<file path="config.mk">
export PLATFORM = sky130hd
export DESIGN_NAME = sysbus_arbiter
export DESIGN_NICKNAME = d
export VERILOG_FILES = /design/src/rtl/sysbus_arbiter.sv
export SDC_FILE = /design/constraint.sdc
export NUM_CORES = 1
export LEC_CHECK = 0
export CAP_MARGIN = 20
export CELL_PAD_IN_SITES_DETAIL_PLACEMENT = 0
export CELL_PAD_IN_SITES_GLOBAL_PLACEMENT = 2
export CORE_MARGIN = 2
export CORE_UTILIZATION = 17
export CTS_CLUSTER_SIZE = 40
export DETAILED_ROUTE_END_ITERATION = 6
export PLACE_DENSITY_LB_ADDON = 0.1
export SYNTH_ARGS = -nofsm -noshare
export SYNTH_HDL_FRONTEND = slang
export SYNTH_SLANG_ARGS = --single-unit
</file>
<file path="constraint.sdc">
create_clock -name clk -period 3.6 [get_ports clk]
set_input_delay 0.72 -clock clk [delete_from_list [all_inputs] [get_ports clk]]
set_output_delay 0.72 -clock clk [all_outputs]
set_load 0.05 [all_outputs]
</file>
<file path="src/rtl/sysbus_arbiter.sv">
// Two-requester system bus arbiter: round-robin grant, one outstanding line
// transaction, response beats routed back to the owning requester.
module sysbus_arbiter #(
  parameter int BUS_DATA_WIDTH = 64,
  parameter int BUS_TAG_WIDTH  = 13,
  parameter int BEATS          = 8
) (
  input  logic                      clk,
  input  logic                      reset,
  input  logic                      req0_valid,
  input  logic [63:0]               req0_addr,
  input  logic [BUS_TAG_WIDTH-1:0]  req0_tag,
  output logic                      req0_ready,
  output logic                      resp0_valid,
  output logic [BUS_DATA_WIDTH-1:0] resp0_data,
  output logic                      resp0_last,
  input  logic                      resp0_ready,
  input  logic                      req1_valid,
  input  logic [63:0]               req1_addr,
  input  logic [BUS_TAG_WIDTH-1:0]  req1_tag,
  output logic                      req1_ready,
  output logic                      resp1_valid,
  output logic [BUS_DATA_WIDTH-1:0] resp1_data,
  output logic                      resp1_last,
  input  logic                      resp1_ready,
  output logic                      bus_reqcyc,
  output logic [BUS_DATA_WIDTH-1:0] bus_req,
  output logic [BUS_TAG_WIDTH-1:0]  bus_reqtag,
  input  logic                      bus_reqack,
  input  logic                      bus_respcyc,
  output logic                      bus_respack,
  input  logic [BUS_DATA_WIDTH-1:0] bus_resp,
  input  logic [BUS_TAG_WIDTH-1:0]  bus_resptag
);

  typedef enum logic [1:0] {IDLE, REQ, RESP} state_t;

  state_t                    state_q, state_d;
  logic                      owner_q, owner_d;
  logic                      last_grant_q, last_grant_d;
  logic [BUS_DATA_WIDTH-1:0] bus_req_q, bus_req_d;
  logic [BUS_TAG_WIDTH-1:0]  bus_reqtag_q, bus_reqtag_d;
  logic [3:0]                beat_q, beat_d;

  logic grant_any, grant_sel, owner_ready, beat_xfer, last_beat, idle_grant;
  logic unused_resptag;

  assign unused_resptag = ^bus_resptag;

  // grant_sel: 1 selects requester 1; on a tie the one not granted last wins
  assign grant_any   = req0_valid | req1_valid;
  assign grant_sel   = (req0_valid & req1_valid) ? ~last_grant_q : req1_valid;
  assign idle_grant  = (state_q == IDLE) & grant_any & ~reset;
  assign owner_ready = owner_q ? resp1_ready : resp0_ready;
  assign beat_xfer   = (state_q == RESP) & bus_respcyc & owner_ready;
  assign last_beat   = (beat_q == 4'(BEATS - 1));

  always_comb begin
    state_d      = state_q;
    owner_d      = owner_q;
    last_grant_d = last_grant_q;
    bus_req_d    = bus_req_q;
    bus_reqtag_d = bus_reqtag_q;
    beat_d       = beat_q;
    case (state_q)
      IDLE: if (grant_any) begin
        state_d      = REQ;
        owner_d      = grant_sel;
        last_grant_d = grant_sel;
        bus_req_d    = grant_sel ? BUS_DATA_WIDTH'(req1_addr) : BUS_DATA_WIDTH'(req0_addr);
        bus_reqtag_d = grant_sel ? req1_tag : req0_tag;
      end
      REQ: if (bus_reqack) begin
        state_d = RESP;
        beat_d  = '0;
      end
      RESP: if (beat_xfer) begin
        beat_d = beat_q + 4'd1;
        if (last_beat) state_d = IDLE;
      end
      default: state_d = IDLE;
    endcase
  end

  always_ff @(posedge clk) begin
    if (reset) begin
      state_q      <= IDLE;
      owner_q      <= 1'b0;
      last_grant_q <= 1'b1;
      bus_req_q    <= '0;
      bus_reqtag_q <= '0;
      beat_q       <= '0;
    end else begin
      state_q      <= state_d;
      owner_q      <= owner_d;
      last_grant_q <= last_grant_d;
      bus_req_q    <= bus_req_d;
      bus_reqtag_q <= bus_reqtag_d;
      beat_q       <= beat_d;
    end
  end

  assign req0_ready  = idle_grant & ~grant_sel;
  assign req1_ready  = idle_grant & grant_sel;
  assign bus_reqcyc  = (state_q == REQ);
  assign bus_req     = bus_req_q;
  assign bus_reqtag  = bus_reqtag_q;
  assign bus_respack = beat_xfer;

  // Data fans out to both requesters; only the owner's valid/last qualify it
  assign resp0_data  = bus_resp;
  assign resp1_data  = bus_resp;
  assign resp0_valid = (state_q == RESP) & ~owner_q & bus_respcyc;
  assign resp1_valid = (state_q == RESP) &  owner_q & bus_respcyc;
  assign resp0_last  = (state_q == RESP) & ~owner_q & last_beat;
  assign resp1_last  = (state_q == RESP) &  owner_q & last_beat;

endmodule

</file>
Yosys cells after proc, flatten, opt, wreduce, memory -nomap -nowiden
Index checks and enable logic that the tools add are counted.

Add/subtract/negate cells: 1. Multiply operators: 0. Div/mod/pow operators: 0. Order comparisons: 0. Equal/unequal tests: 7. Shift operators: 0. Muxes and demuxes: 12. Bitwise gates (word level): 18. Reductions and logical operators: 5.

Operators with widths (number): 64-bit two-way mux (1); 1-bit AND (13); 13-bit two-way mux (1); 2-bit two-way mux (4); 4-bit two-way mux (2); 4-bit one-hot mux with 2 select lines (1); 2-bit inequality test (second input constant) (3); 2-bit one-hot mux with 3 select lines (1); 4-bit by 1-bit adder with 4-bit output (second input constant) (1); 4-bit by 3-bit == test with 1-bit output (second input constant) (1); 1-bit NOT (4); 4-bit AND reduction (1); 3-bit AND reduction (1); 2-bit by 1-bit == test with 1-bit output (second input constant) (1); 2-bit == test (second input constant) (1); 2-bit logical NOT (1); 1-bit two-way mux (2); 2-bit by 1-bit inequality test with 1-bit output (second input constant) (1); 2-bit AND reduction (1); 2-bit nonzero test (1); 1-bit bitwise OR (1).

Register bits: 85. Bits in latches: 0. Memory bits (writable): 0. Bits in read-only memories: 0. Input bits: 239. Output and inout bits: 213. Word-level logic and storage cells: 49. Memories kept: 0.

Depth between registers and ports, before layout
Gate-level depths: netlist of run 1.

Word-level depth: 5. Gate-level depth with buffers: 7. Mapped depth without buffers: 4.

Worst setup path before layout of run 1
OpenSTA, ideal clock, no wires.

Path kind: input port to output port. Start: in req1_valid. End: out req0_ready. Arrival: 2.450 ns. Data required time: 2.880 ns. Setup slack: 0.430 ns. Cell stages on the path: 6. Buffers on the path: 3. Cell sequence: or2_1 -> buf_2 -> and2_4 -> buf_6 -> buf_6 -> nor3b_1.

Word-level cells in the longest chain between the ends: 4. Elaborated cells on any way between the ends: 7. Classes of those cells: mux: 1; bitwise: 6.

Ends and longest elaborated chain: start: declaration (line 18) `input logic req1_valid,`; 1-bit bitwise OR / 1-bit AND (equally long branches) (line 51, 52); 1-bit AND / 1-bit two-way mux (equally long branches) (line 53, 52); 1-bit AND / 1-bit NOT (equally long branches) (line 53, 103); 1-bit AND (*) (line 103) `assign req0_ready = idle_grant & ~grant_sel;`; end: declaration (line 13) `output logic req0_ready,`.

Every way passes the cells marked *; elsewhere a longest branch is shown, timed or not.

Final worst setup path of run 1
Start: in resp1_ready. End: out bus_respack.

Word-level cells in the longest chain between the ends: 2.

Ends and longest elaborated chain: start: declaration (line 25) `input logic resp1_ready,`; 1-bit two-way mux (line 54) `assign owner_ready = owner_q ? resp1_ready : resp0_ready;`; 1-bit AND (line 55) `assign beat_xfer = (state_q == RESP) & bus_respcyc & owner_ready;`; end: declaration (line 31) `output logic bus_respack,`.

Every way passes these cells.

==> results.md, run 1 <==
* Status: completed
* Post-synthesis cell type count at 36
* Synthesized instance count at about 530
* CTS root buffer: clkbuf_16
* Area of the multi-input gates at about 0.0022 mm2
* # rows at 63
* Layout cells sized above 1 at between 8 and 9%
* Path type of the worst min-delay path: reg -> reg
* Die area at around 0.031 mm2
* Synthesized cell area at between 0.005 and 0.006 mm2
* Worst EP required at 2880 ps
* Peak VDD IR at ~190 uV
* Unrepaired setup endpoints after global routing: no
* Clock skew at 11.7 ps
* Max_cap viols at 0
* Worst Hold Launch: beat_q[1]
* Hold-fix buffers at CTS at 0
* Drt wl/cell at roughly 18 um
* R2R Setup Slk at roughly 1400 ps
* Final Hold Viols at 0
* Number of synthesized register bits at 85
* Most frequent cells in the layout: clkdlybuf4s50_1, dfxtp_1, mux2i_1, a21oi_1, a211oi_1
* Core area at 0.0295 mm2
* Hold Crit Depth at 2
* Drt initial violations at between 100 and 150
* Post-DP HPWL at roughly 13000 um
* R2r startpoint: state_q[1]
* CTS tree: yes
* TNS Setup at 0 ps
* Starting density of the core at 17.1%
* Nets at about 870
* Final setup viols at 0
* Initial antenna violation count at 1
* Clk slew on worst S/H paths at approximately 60 ps
* CP Launch Point: resp1_ready
* Worst-margin pin slew at 1080 ps
* Vias in the first global route at between 4000 and 5000
* Via count at 4115
* CTS buffer count at 9
* Drt pass-1 iters at 4
* CP startpoint kind: input pin
* RR Endpoint: bus_req[61]
* CTS H-tree depth at 3
* Height of the die at 176 um
* Synthesized Nets at 774
* Worst Hold End: beat_q[1]
* Post-route ant nets at 0
* Power Density at roughly 470 mW/mm2
* Longest Clk Path Bufs at 2
* Gr ovfl total at 0
* Synth warn at 0
* Max_slew headroom at 28.0%
* Avg Cell Area, Syn at about 9.5 um2
* DRC at 0
* Sinks on the clock net at between 80 and 90
* Area growth syn-to-layout at 43.1%
* Seq. cell area at ~0.0017 mm2
* Crit path max fanout at 8
* Largest net degree at the start of global routing at 80
* Total track usage at ~11%
* DR vias/cell at 4.03
* I/O pin total at between 400 and 500
* Period minus WS final at about 3100 ps
* Final WL at between 15000 and 20000 um
* Setup CP Type: in -> out
* Fmax at approximately 0.32 GHz
* Final Max Slew Viols at 0
* First-pass GRT wire length at roughly 27000 um
* Setup crit end kind: output port
* Worst Path Arrival at ~2400 ps
* FF-to-FF path depth at 4
* Final Cycle Share at around 87%
* Fillers at 3156
* Most common cell after layout, fill and taps aside: clkdlybuf4s50_1
* Die width at ~180 um
* Hold_ws at 511 ps
* Post-synthesis sequential area ratio at approximately 34%
* Pleak at about 2.5 nW
* Port Buffers at around 250
* # Post-CTS Setup Buffers at 0
* Final GP Congestion at 0.676
* Post-cts sizing count at 0
* Clk_lat worst skew at approximately 350 ps
==> synthesized netlist by cell type <==
master	count	share of area (%)
nor3b_1	1	0.15
a31oi_1	2	0.25
a21bo_2	1	0.20
a2111oi_0	1	0.17
mux2i_1	79	16
and3_1	2	0.25
nor2_2	1	0.12
buf_4	133	20
or2_1	1	0.12
a221o_1	1	0.20
or4b_1	1	0.20
buf_1	1	0.074
and3b_1	1	0.17
dfxtp_1	85	34
clkbuf_1	23	1.7
a21boi_1	1	0.15
buf_2	10	0.99
a221oi_1	1	0.17
nor2_1	5	0.37
nand3_1	2	0.20
nand2_1	3	0.22
ha_1	1	0.25
nand3b_4	1	0.40
a211oi_1	57	8.5
a211oi_2	20	5.0
nor2b_1	3	0.37
a21oi_1	79	7.8
and2_4	1	0.17
or4_1	1	0.15
o21ai_0	1	0.099
nand2b_1	1	0.12
buf_6	6	1.3
inv_1	1	0.074
nand3b_1	3	0.45
or3_1	1	0.12
o211ai_1	3	0.45
==> how the worst max path moves through the flow <==
| stage | to | slack [ps] | cells past startpoint |
|---|---|---|---|
| floorplan | req0_ready | 430 | 6 |
| global placement | bus_respack | 440 | 4 |
| detailed placement | bus_respack | 430 | 4 |
| CTS | bus_respack | 420 | 4 |
| global route | bus_respack | 340 | 4 |
| finish | bus_respack | 470 | 4 |
==> area by class of cell <==
cell class                 instances  area share (%)
clock buffer                      10            3.30
antenna                            1          0.0346
multi-input combinational        275            29.9
timing repair buffer             253            35.2
clock inverter                     6            1.26
tap                              390            6.75
sequential                        85            23.5
inverter                           1          0.0519
==> routing by layer <==
metal / wire length (um) / GRT usage (%)
met3: 2010 / 5.45
met1: 6680 / 11.7
met2: 9150 / 20.3
met5: 0 / 0.160
met4: 295 / 3.55
==> per-stage QoR <==
stage / setup WS [ps] / std cells / util (%) / instance area [um2] / power (mW)
3_3_place_gp: 445 / 1004 / 23.4 / 6900 / 2.40
5_1_grt: 340 / 1020 / 24.5 / 7230 / 3.62
6_report: 466 / 1021 / 24.5 / 7230 / 3.43
3_5_place_dp: 429 / 1004 / 23.4 / 6900 / 2.41
2_1_floorplan: 430 / 534 / - / 5050 / 2.27
4_1_cts: 425 / 1020 / 24.5 / 7230 / 3.52
==> power by group <==
group	internal [mW]	switching, mW	leakage [nW]	total [mW]
clock network	0.635	0.432	0.164	1.07
logic	0.501	0.745	1.66	1.25
registers	1.05	0.0629	0.706	1.12
total	2.19	1.24	2.53	3.43
==> state kept, by name, summed over array words and instances (netlist names) <==
name / cells
beat_q: 4
bus_req: 64
bus_reqtag: 13
last_grant_q: 1
owner_q: 1
state_q: 2
==> cell families after synthesis <==
logic type	synth area share, %
buf+inv	23.9
compound gates	22.9
flops	33.7
mux	15.6
simple gates	3.59
fa+ha+maj	0.247
==> worst max-delay path: stages <==
cell,delay (ps)
clkdlybuf4s50_1,400
mux2i_1,440
nor2_1,130
clkdlybuf4s50_1,730
(Power assumes the default switching activity.)
==> inputs of run 2 (changes only) <==
GPL_ROUTABILITY_DRIVEN = 1   (was default)
==> results of run 2 <==
No change in the layout: final DEF, timing and power equal those of run 1.
